## src/rtl/dmem_arbiter_if.sv

```systemverilog
// Bus bundle between the two requesters, the arbiter and the data memory write port.
interface dmem_arbiter_if #(
    parameter int unsigned S = 32,
    parameter int unsigned V = 192
);
    logic         c_req;
    logic         c_we;
    logic         c_vec;
    logic [S-1:0] c_addr;
    logic [V-1:0] c_wd;
    logic         c_gnt;
    logic         c_done;

    logic         l_req;
    logic         l_we;
    logic         l_vec;
    logic [S-1:0] l_addr;
    logic [V-1:0] l_wd;
    logic         l_gnt;
    logic         l_done;

    logic         mem_we;
    logic [S-1:0] mem_addr;
    logic [S-1:0] mem_wd;
    logic         mem_isVector;
    logic         busy;
    logic         err_oob;

    // Arbiter side
    modport slave (
        input  c_req, c_we, c_vec, c_addr, c_wd,
        input  l_req, l_we, l_vec, l_addr, l_wd,
        output c_gnt, c_done, l_gnt, l_done,
        output mem_we, mem_addr, mem_wd, mem_isVector, busy, err_oob
    );

    // Requester / memory side
    modport master (
        output c_req, c_we, c_vec, c_addr, c_wd,
        output l_req, l_we, l_vec, l_addr, l_wd,
        input  c_gnt, c_done, l_gnt, l_done,
        input  mem_we, mem_addr, mem_wd, mem_isVector, busy, err_oob
    );
endinterface

```

## src/rtl/dmem_arbiter.sv

```systemverilog
// Two-requester arbiter for the data-memory write port; serializes vector
// accesses into single-word beats and rejects out-of-bounds requests.
module dmem_arbiter #(
    parameter int unsigned S     = 32,
    parameter int unsigned V     = 192,
    parameter int unsigned LANES = 6,
    parameter int unsigned SIZE  = 30015
) (
    input  logic          clk,
    input  logic          rst,
    dmem_arbiter_if.slave bus
);
    localparam int unsigned BW = (LANES > 1) ? $clog2(LANES) : 1;
    localparam int unsigned SW = S + 1;
    localparam int unsigned RW = V - S;

    typedef enum logic [1:0] {IDLE, XFER, DONE, REJECT} state_t;

    state_t        state;
    logic [BW-1:0] beat;
    logic          owner_l;
    logic          vec_q;
    logic [RW-1:0] wd_q;

    logic          pick_l;
    logic          sel_we;
    logic          sel_vec;
    logic [S-1:0]  sel_addr;
    logic [V-1:0]  sel_wd;
    logic [SW-1:0] sel_last;
    logic          oob;
    logic          last_beat;

    // Winner selection and bounds check for the request sampled in IDLE
    always_comb begin
        pick_l    = bus.l_req && (!bus.c_req || !owner_l);
        sel_we    = pick_l ? bus.l_we   : bus.c_we;
        sel_vec   = pick_l ? bus.l_vec  : bus.c_vec;
        sel_addr  = pick_l ? bus.l_addr : bus.c_addr;
        sel_wd    = pick_l ? bus.l_wd   : bus.c_wd;
        sel_last  = {1'b0, sel_addr} + SW'(sel_vec ? LANES - 1 : 0);
        oob       = sel_last >= SW'(SIZE);
        last_beat = vec_q ? (beat == BW'(LANES - 1)) : (beat == '0);
    end

    assign bus.mem_isVector = 1'b0;

    // Remaining words shift down through wd_q so each beat reads the low word
    always_ff @(posedge clk) begin
        if (rst) begin
            state        <= IDLE;
            beat         <= '0;
            owner_l      <= 1'b1;
            vec_q        <= 1'b0;
            wd_q         <= '0;
            bus.c_gnt    <= 1'b0;
            bus.c_done   <= 1'b0;
            bus.l_gnt    <= 1'b0;
            bus.l_done   <= 1'b0;
            bus.mem_we   <= 1'b0;
            bus.mem_addr <= '0;
            bus.mem_wd   <= '0;
            bus.busy     <= 1'b0;
            bus.err_oob  <= 1'b0;
        end else begin
            bus.c_gnt   <= 1'b0;
            bus.l_gnt   <= 1'b0;
            bus.c_done  <= 1'b0;
            bus.l_done  <= 1'b0;
            bus.err_oob <= 1'b0;
            case (state)
                IDLE: begin
                    if (bus.c_req || bus.l_req) begin
                        owner_l   <= pick_l;
                        vec_q     <= sel_vec;
                        wd_q      <= sel_wd[V-1:S];
                        beat      <= '0;
                        bus.busy  <= 1'b1;
                        bus.c_gnt <= !pick_l;
                        bus.l_gnt <= pick_l;
                        if (oob) begin
                            state       <= REJECT;
                            bus.c_done  <= !pick_l;
                            bus.l_done  <= pick_l;
                            bus.err_oob <= 1'b1;
                            bus.mem_we  <= 1'b0;
                        end else begin
                            state        <= XFER;
                            bus.mem_we   <= sel_we;
                            bus.mem_addr <= sel_addr;
                            bus.mem_wd   <= sel_wd[S-1:0];
                        end
                    end
                end
                XFER: begin
                    if (last_beat) begin
                        state      <= DONE;
                        bus.mem_we <= 1'b0;
                        bus.c_done <= !owner_l;
                        bus.l_done <= owner_l;
                    end else begin
                        beat         <= beat + BW'(1);
                        bus.mem_addr <= bus.mem_addr + S'(1);
                        bus.mem_wd   <= wd_q[S-1:0];
                        wd_q         <= wd_q >> S;
                    end
                end
                DONE, REJECT: begin
                    state    <= IDLE;
                    bus.busy <= 1'b0;
                end
                default: state <= IDLE;
            endcase
        end
    end
endmodule

```

## src/flat_wrapper.sv

```systemverilog
// flat-port wrapper written by rule: the top's interface ports become plain ports
module dmem_arbiter_flat 
#(
    parameter int unsigned S     = 32,
    parameter int unsigned V     = 192,
    parameter int unsigned LANES = 6,
    parameter int unsigned SIZE  = 30015
)
  (clk, rst, bus_c_req, bus_c_we, bus_c_vec, bus_c_addr, bus_c_wd, bus_l_req, bus_l_we, bus_l_vec, bus_l_addr, bus_l_wd, bus_c_gnt, bus_c_done, bus_l_gnt, bus_l_done, bus_mem_we, bus_mem_addr, bus_mem_wd, bus_mem_isVector, bus_busy, bus_err_oob);
  dmem_arbiter_if #(.S(S), .V(V)) bus_i ();
  input  logic clk;
  input  logic rst;
  input wire logic [$bits(bus_i.c_req)-1:0] bus_c_req;
  input wire logic [$bits(bus_i.c_we)-1:0] bus_c_we;
  input wire logic [$bits(bus_i.c_vec)-1:0] bus_c_vec;
  input wire logic [$bits(bus_i.c_addr)-1:0] bus_c_addr;
  input wire logic [$bits(bus_i.c_wd)-1:0] bus_c_wd;
  input wire logic [$bits(bus_i.l_req)-1:0] bus_l_req;
  input wire logic [$bits(bus_i.l_we)-1:0] bus_l_we;
  input wire logic [$bits(bus_i.l_vec)-1:0] bus_l_vec;
  input wire logic [$bits(bus_i.l_addr)-1:0] bus_l_addr;
  input wire logic [$bits(bus_i.l_wd)-1:0] bus_l_wd;
  output wire logic [$bits(bus_i.c_gnt)-1:0] bus_c_gnt;
  output wire logic [$bits(bus_i.c_done)-1:0] bus_c_done;
  output wire logic [$bits(bus_i.l_gnt)-1:0] bus_l_gnt;
  output wire logic [$bits(bus_i.l_done)-1:0] bus_l_done;
  output wire logic [$bits(bus_i.mem_we)-1:0] bus_mem_we;
  output wire logic [$bits(bus_i.mem_addr)-1:0] bus_mem_addr;
  output wire logic [$bits(bus_i.mem_wd)-1:0] bus_mem_wd;
  output wire logic [$bits(bus_i.mem_isVector)-1:0] bus_mem_isVector;
  output wire logic [$bits(bus_i.busy)-1:0] bus_busy;
  output wire logic [$bits(bus_i.err_oob)-1:0] bus_err_oob;
  assign bus_i.c_req = bus_c_req;
  assign bus_i.c_we = bus_c_we;
  assign bus_i.c_vec = bus_c_vec;
  assign bus_i.c_addr = bus_c_addr;
  assign bus_i.c_wd = bus_c_wd;
  assign bus_i.l_req = bus_l_req;
  assign bus_i.l_we = bus_l_we;
  assign bus_i.l_vec = bus_l_vec;
  assign bus_i.l_addr = bus_l_addr;
  assign bus_i.l_wd = bus_l_wd;
  assign bus_c_gnt = bus_i.c_gnt;
  assign bus_c_done = bus_i.c_done;
  assign bus_l_gnt = bus_i.l_gnt;
  assign bus_l_done = bus_i.l_done;
  assign bus_mem_we = bus_i.mem_we;
  assign bus_mem_addr = bus_i.mem_addr;
  assign bus_mem_wd = bus_i.mem_wd;
  assign bus_mem_isVector = bus_i.mem_isVector;
  assign bus_busy = bus_i.busy;
  assign bus_err_oob = bus_i.err_oob;
  dmem_arbiter #(.S(S), .V(V), .LANES(LANES), .SIZE(SIZE)) u_core (.clk(clk), .rst(rst), .bus(bus_i));
endmodule
```

## config.mk

```make
export PLATFORM = sky130hd
export DESIGN_NAME = dmem_arbiter_flat
export DESIGN_NICKNAME = d
export VERILOG_FILES = /design/src/rtl/dmem_arbiter_if.sv /design/src/rtl/dmem_arbiter.sv /design/src/flat_wrapper.sv
export SDC_FILE = /design/constraint.sdc
export NUM_CORES = 1
export LEC_CHECK = 0
export BUFFER_PORTS_ARGS = -buffer_cell sky130_fd_sc_hd__buf_4
export CORE_AREA = 2 2 208 210
export CTS_BUF_LIST = sky130_fd_sc_hd__clkbuf_2 sky130_fd_sc_hd__clkbuf_4 sky130_fd_sc_hd__clkbuf_8
export CTS_CLUSTER_SIZE = 20
export DETAILED_ROUTE_END_ITERATION = 8
export DIE_AREA = 0 0 210 212
export HOLD_SLACK_MARGIN = 0.08
export PLACE_DENSITY = 0.6
export SYNTH_ARGS = -nofsm -noshare
export SYNTH_HDL_FRONTEND = slang
export SYNTH_SLANG_ARGS = --single-unit
export TNS_END_PERCENT = 5
```

## constraint.sdc

```tcl
create_clock -name clk -period 9.8 [get_ports clk]
set_input_delay 0.49 -clock clk [delete_from_list [all_inputs] [get_ports clk]]
set_output_delay 0.49 -clock clk [all_outputs]
set_load 0.03 [all_outputs]
```

# Word-level counts from Yosys, hierarchy flattened
# Cells that the tools add are included.
# totals
reg_bits	238
inputBits	456
output_inout_bits	72
word_cells	85
# classes
n_addsub	3
order_cmp	1
n_eq_ne	8
muxes	39
bitwise_logic	2
n_reduce_logical	18
# op_table
cell	n
2-to-1 mux 160 bit	2
case mux 160 bit (2 select lines)	1
2-to-1 mux 32 bit	7
2-to-1 mux 192 bit	1
case mux 32 bit (2 select lines)	2
adder 32 x 33 -> 33 bit	1
>= comparator 33 x 15 -> 1 bit, second input constant	1
adder 32 x 1 -> 32 bit, second input constant	1
2-to-1 mux 1 bit	14
2-to-1 mux 3 bit	3
case mux 1 bit (2 select lines)	4
2-to-1 mux 2 bit	3
case mux 2 bit (3 select lines)	1
case mux 3 bit (2 select lines)	1
AND reduction 2 bit	3
AND reduction 3 bit	2
equality test 2 bit, second input constant	2
!= test 2 x 1 -> 1 bit, second input constant	2
!= test 2 bit, second input constant	2
AND reduction 4 bit	1
nonzero test 2 bit	2
adder 3 x 1 -> 3 bit, second input constant	1
equality test 3 bit, second input constant	1
logical NOT 1 bit	3
8 further kinds	10

# Depth between registers and ports, before layout
# logic_depth
depth_word	10
depth_mapped	22
ltp_nobuf	15

# Worst setup path before layout
# OpenSTA, ideal clock, no wires.
# synth_path
path_type	input port to flip-flop
startpoint	input port bus_l_req
endpoint	register u_core.bus.mem_addr[7]
setup_ns	0.122
arrival_time_ns	4.990
required_time_ns	9.678
slack_ns	4.688
stages	21
path_buffers	7
cell_sequence	a21boi_2 buf_4 buf_2 buf_2 buf_2 clkbuf_1 clkbuf_1 nand2_1 nand2_1 ha_1 ha_1 maj3_1 nand3_1 a21oi_4 nand4_2 a211o_1 a211o_1 nor4_4 nand3_2 buf_2 a221o_1
# synth_between
elab_chain_cells	7
word_cells_on_any_way	13
cone_classes	add/sub (1); order compare (1); eq/ne (2); mux (6); reduce/logical (3)
# synth_lines
item	line	rtl
start, declared	flat_wrapper.sv:18	input wire logic [$bits(bus_i.l_req)-1:0] bus_l_req;
logical AND 1 bit	dmem_arbiter.sv:36	pick_l = bus.l_req && (!bus.c_req || !owner_l);
2-to-1 mux 1 bit	dmem_arbiter.sv:38	sel_vec = pick_l ? bus.l_vec : bus.c_vec;
net u_core.sel_vec	dmem_arbiter.sv:27	logic sel_vec;
2-to-1 mux 3 bit	dmem_arbiter.sv:41	sel_last = {1'b0, sel_addr} + SW'(sel_vec ? LANES - 1 : 0);
adder 32 x 33 -> 33 bit	dmem_arbiter.sv:41	
>= comparator 33 x 15 -> 1 bit	dmem_arbiter.sv:42	oob = sel_last >= SW'(SIZE);
!= test 2 bit (no line)	--	
AND reduction 4 bit (no line)	--	
end signal, assigned	dmem_arbiter.sv:90	bus.mem_addr <= sel_addr;
end signal, assigned	dmem_arbiter.sv:103	bus.mem_addr <= bus.mem_addr + S'(1);
end, declared	dmem_arbiter_if.sv:34	output mem_we, mem_addr, mem_wd, mem_isVector, busy, err_oob
# The timed path passes the listed nets, and every way through them passes these cells. The select of a mux whose other input is x is not followed.
# A chain may end at the register's enable or synchronous reset.

# Worst setup path in the final report
# layout_path
startpoint	register u_core.owner_l
endpoint	register u_core.bus.mem_wd[8]
# layout_between
elab_chain_cells	9
word_cells_on_any_way	14
cone_classes	add/sub (1); order compare (1); eq/ne (1); mux (7); reduce/logical (4)
# layout_lines
item	line	rtl
start, declared	dmem_arbiter.sv:21	logic owner_l;
start signal, assigned	dmem_arbiter.sv:74	owner_l <= pick_l;
logical NOT 1 bit (*)	dmem_arbiter.sv:36	
logical OR 1 bit (*)	dmem_arbiter.sv:36	
logical AND 1 bit (*)	dmem_arbiter.sv:36	
2-to-1 mux 1 bit	dmem_arbiter.sv:38	
2-to-1 mux 3 bit	dmem_arbiter.sv:41	
adder 32 x 33 -> 33 bit	dmem_arbiter.sv:41	
>= comparator 33 x 15 -> 1 bit	dmem_arbiter.sv:42	
!= test 2 bit (no line)	--	
AND reduction 4 bit (no line)	--	
end signal, assigned	dmem_arbiter.sv:91	bus.mem_wd <= sel_wd[S-1:0];
end signal, assigned	dmem_arbiter.sv:104	bus.mem_wd <= wd_q[S-1:0];
end, declared	dmem_arbiter_if.sv:34	
# Mark *: on every way between the ends. The rest lies on a longest branch, timed or not. The select of a mux whose other input is x is not followed.

==> metrics list <==
- Run status: finished, final reports clean
- Maximum clock frequency: 189 MHz
* Post-CTS Hold Fix Bufs: 0
* Number of port buffers: 526
- Fill cells in the final layout number 4432.
* Worst path required time: 10.20 ns
* Cell Area, Synth: 14100 um2
* Layout cell share with drive strength beyond 1: 26.5%
- Clock tree synthesis inserted a total of 44 buffers.
- Net count reported at finish: 2897
* Category of the worst setup path capture point: flip-flop
- At the end of routability-driven placement, the weighted congestion stood at 0.906.
- Category of the most critical setup path: flip-flop to flip-flop
- Routed WL: 60.9 mm
- In this run the remaining antenna-violating nets after routing total 0.
- The endpoint identified for the worst register-to-register timing path is u_core.bus.mem_wd[8].
- The die is 210 um wide.
- The share of synthesized area in the top cell type comes to 33.8%.
- The floorplan has 76 rows.
- The sequential cells in the finished layout cover a total of 4760 um2.
* Number of enable-type register cells in the synthesized netlist: 0
* Syn nets: 2490
- During synthesis, Yosys emitted a total of 0 warnings.
- The clock net in this run drives a total of 238 sinks.
* Post-synthesis average cell area: 6.95 um2
- Total power for the finished layout comes to 2.99 mW.
- Across the routed clock network, the largest skew measured is 0.0320 ns.
* Cell chosen for the clock root: clkbuf_8
- Final Hold Slack: 0.258 ns
* Initial antenna violation count: 1
- The area growth from synthesis to layout is 36.0%.
- Global-route usage over all layers: 25.9%
* Sum of negative setup slack: 0 ns
- Worst setup slack for register-to-register paths: 4.51 ns
* Total vias in the final route: 16800
* Reported max-cap violation count: 0
* Sequential area share after synthesis: 33.8%
- TritonCTS built the clock tree.
- Setup repair after global routing missed its margin: false
- Sorting the synthesized cells by area gives the leading types as dfxtp_1 (34%), nand2_1 (14%), a31oi_1 (6.3%).
- Final setup violation count: 0
* Predominant post-synthesis flop cell: dfxtp_1
* Number of remaining DRC errors: 0
- In the synthesized netlist the async set-or-reset flop fraction comes to 0%.
* Area used by multi-input combinational logic: 8630 um2
- In this run the worst path has a maximum fanout of 36.
* First-pass GRT wire length: 91.4 mm
- In this run the most critical hold path is launched from bus_c_we.
- Total Die Area: 44500 um2
- Power density normalized to cell area: 156 nW/um2
- Worst Max-Slew Pin Slew: 1.20 ns
- For this block, the initial DRC count from the detailed router was 1265.
- Clock transition at path regs: 0.06 ns
- The largest total area in the synthesized netlist belongs to dfxtp_1.
- The final count of hold timing violations was 0.
- Total global routing overflow: 0
- Once the floorplan was initialized, standard cells occupied 33.2% of the core.
* Startpoint kind of the worst setup timing path: flip-flop
- STA puts the critical path data arrival time at 5.69 ns.
- Critical Path Source: u_core.owner_l
- Number of buffers inserted to repair setup after CTS: 0
* Vias in the first global route: 16000
- Dividing the final minimum period by the clock period gives 54.0%.
* Quantity of gates resized following cts: 0
* Top cells by count, synth: nand2_1 (536), dfxtp_1 (238), nor2_1 (216), clkbuf_1 (152), a31oi_1 (141)
* Worst flop-to-flop path startpoint: u_core.owner_l
* Fin crit period: 5.29 ns
* Number of storage elements in the synthesis netlist: 238
- For the worst-skew pair, the clock arrives at the later sink with an insertion delay of 0.56 ns.
- The cell count after synthesis came out at 2028.
* Number of top-level design ports: 528
- The netlist uses 79 different library cells.
- Die Span Y: 212 um
* Relative slew margins: 20.2%
- Max-slew violations: 0
- Leading cell type by number of instances after synthesis: nand2_1
- HPWL after detailed placement: 44.0 mm
- The core region is 42500 um2.
* Worst VDD drop: 72.9 uV
- Maximum number of buffers from clock root to sink: 3
- The analysis attributes to cell leakage a power of 8.54 nW.
* R2R depth: 15
- Count of H-tree levels built during CTS: 2
- In this run the worst hold path is classified as input pin to flip-flop.
- Pre-Repair DR Iteration Count: 7
* Vias per cell: 5.57
- In the final routed layout, each cell accounts on average for 20.2 um.
* Crit path to: u_core.bus.mem_wd[8]
- Maximum number of pins on one net before global-route repair: 218
-- state kept, by name, indices dropped and copies added, names as in the netlist, 2 cells and up --
| signal | cells |
|---|---|
| u_core.bus.mem_addr | 32 |
| u_core.wd_q | 160 |
| u_core.state | 2 |
| u_core.beat | 3 |
| u_core.bus.mem_wd | 32 |
-- power breakdown --
part	total, mW	switching [mW]	internal (mW)
clock	1.05	0.445	0.606
sequential	1.14	0.0713	1.07
combinational	0.797	0.467	0.330
-- area by class of cell --
cell class | instances | area share, %
Clock buffer | 66 | 4.42
Antenna cell | 1 | 0.0131
Clock inverter | 12 | 0.607
Sequential cell | 238 | 24.9
Multi-Input combinational cell | 1601 | 45.1
Inverter | 8 | 0.157
Tap cell | 546 | 3.57
Timing Repair Buffer | 542 | 21.3
-- per-layer routing --
layer | global-route usage, % | routed length [um] | vias up | share of wire [%]
li1 | - | - | 8083 | -
met1 | 34.5 | 26200 | 7920 | 43
met2 | 42.7 | 28400 | 679 | 47
met3 | 4.62 | 4480 | 105 | 7.4
met4 | 8.17 | 1790 | 0 | 2.9
met5 | 0 | 0 | - | 0
-- metrics by stage --
| step | instances | setup slack [ns] | area, um2 | util, % |
|---|---|---|---|---|
| detailed placement | 2935 | 4.29 | 18200 | 42.8 |
| global placement | 2935 | 4.44 | 18200 | 42.8 |
| floorplan | 2028 | 4.69 | 14100 | - |
| CTS | 3013 | 4.48 | 19200 | 45.1 |
| finish | 3014 | 4.51 | 19200 | 45.1 |
| global route | 3013 | 4.01 | 19200 | 45.1 |
-- worst min-delay path by stage --
stage,to,cells past startpoint,slack [ns]
2_1_floorplan,u_core.wd_q[32],2,0.43
3_3_place_gp,u_core.wd_q[1],2,0.44
3_5_place_dp,u_core.wd_q[30],2,0.44
4_1_cts,u_core.bus.mem_we,3,0.22
5_1_grt,u_core.bus.mem_we,3,0.25
6_report,u_core.bus.mem_we,3,0.26
-- kinds of logic after synthesis --
kind of cell | synth area share (%)
xor gates and xnor gates | 1.24
muxes | 2.40
DFF | 33.8
buffers and inverters | 5.33
adders and majority gates | 0.675
other | 0.0266
AOI/OAI and AO/OA | 28.4
and+or+nand+nor | 28.1
-- cells in the final DEF (no fill, tap or decap), types with 7 or more instances in the layout --
| cell type | instances |
|---|---|
| or3_1 | 9 |
| nor3_1 | 30 |
| mux2i_1 | 27 |
| dfxtp_1 | 238 |
| nand2_1 | 535 |
| o21ai_0 | 88 |
| clkbuf_8 | 56 |
| o31ai_1 | 7 |
| and3_1 | 18 |
| clkinv_2 | 9 |
| a21oi_1 | 109 |
| nor2_1 | 214 |
| a22o_1 | 96 |
| and2_1 | 11 |
| a211oi_1 | 9 |
| clkbuf_4 | 10 |
| nand4_1 | 20 |
| o211ai_1 | 45 |
| a31oi_1 | 141 |
| a311oi_1 | 34 |
| xor2_1 | 9 |
| buf_4 | 541 |
| nand3_1 | 82 |
| inv_1 | 7 |
| xnor2_1 | 11 |
-- worst max-delay path: stages (launching register included) --
cell     delay [ns]
dfxtp_1        0.46
a21bo_4        0.37
nand2_1        0.09
nand2_1        0.12
ha_1           0.25
ha_1           0.29
maj3_1         0.29
nand3_1        0.17
a21oi_4        0.35
nand4_2        0.20
a211o_1        0.27
a211o_1        0.32
nor4_4         0.36
nand3_2        0.59
nand2_2        0.76
o21ai_0        0.20
(Power assumes the default switching activity.)
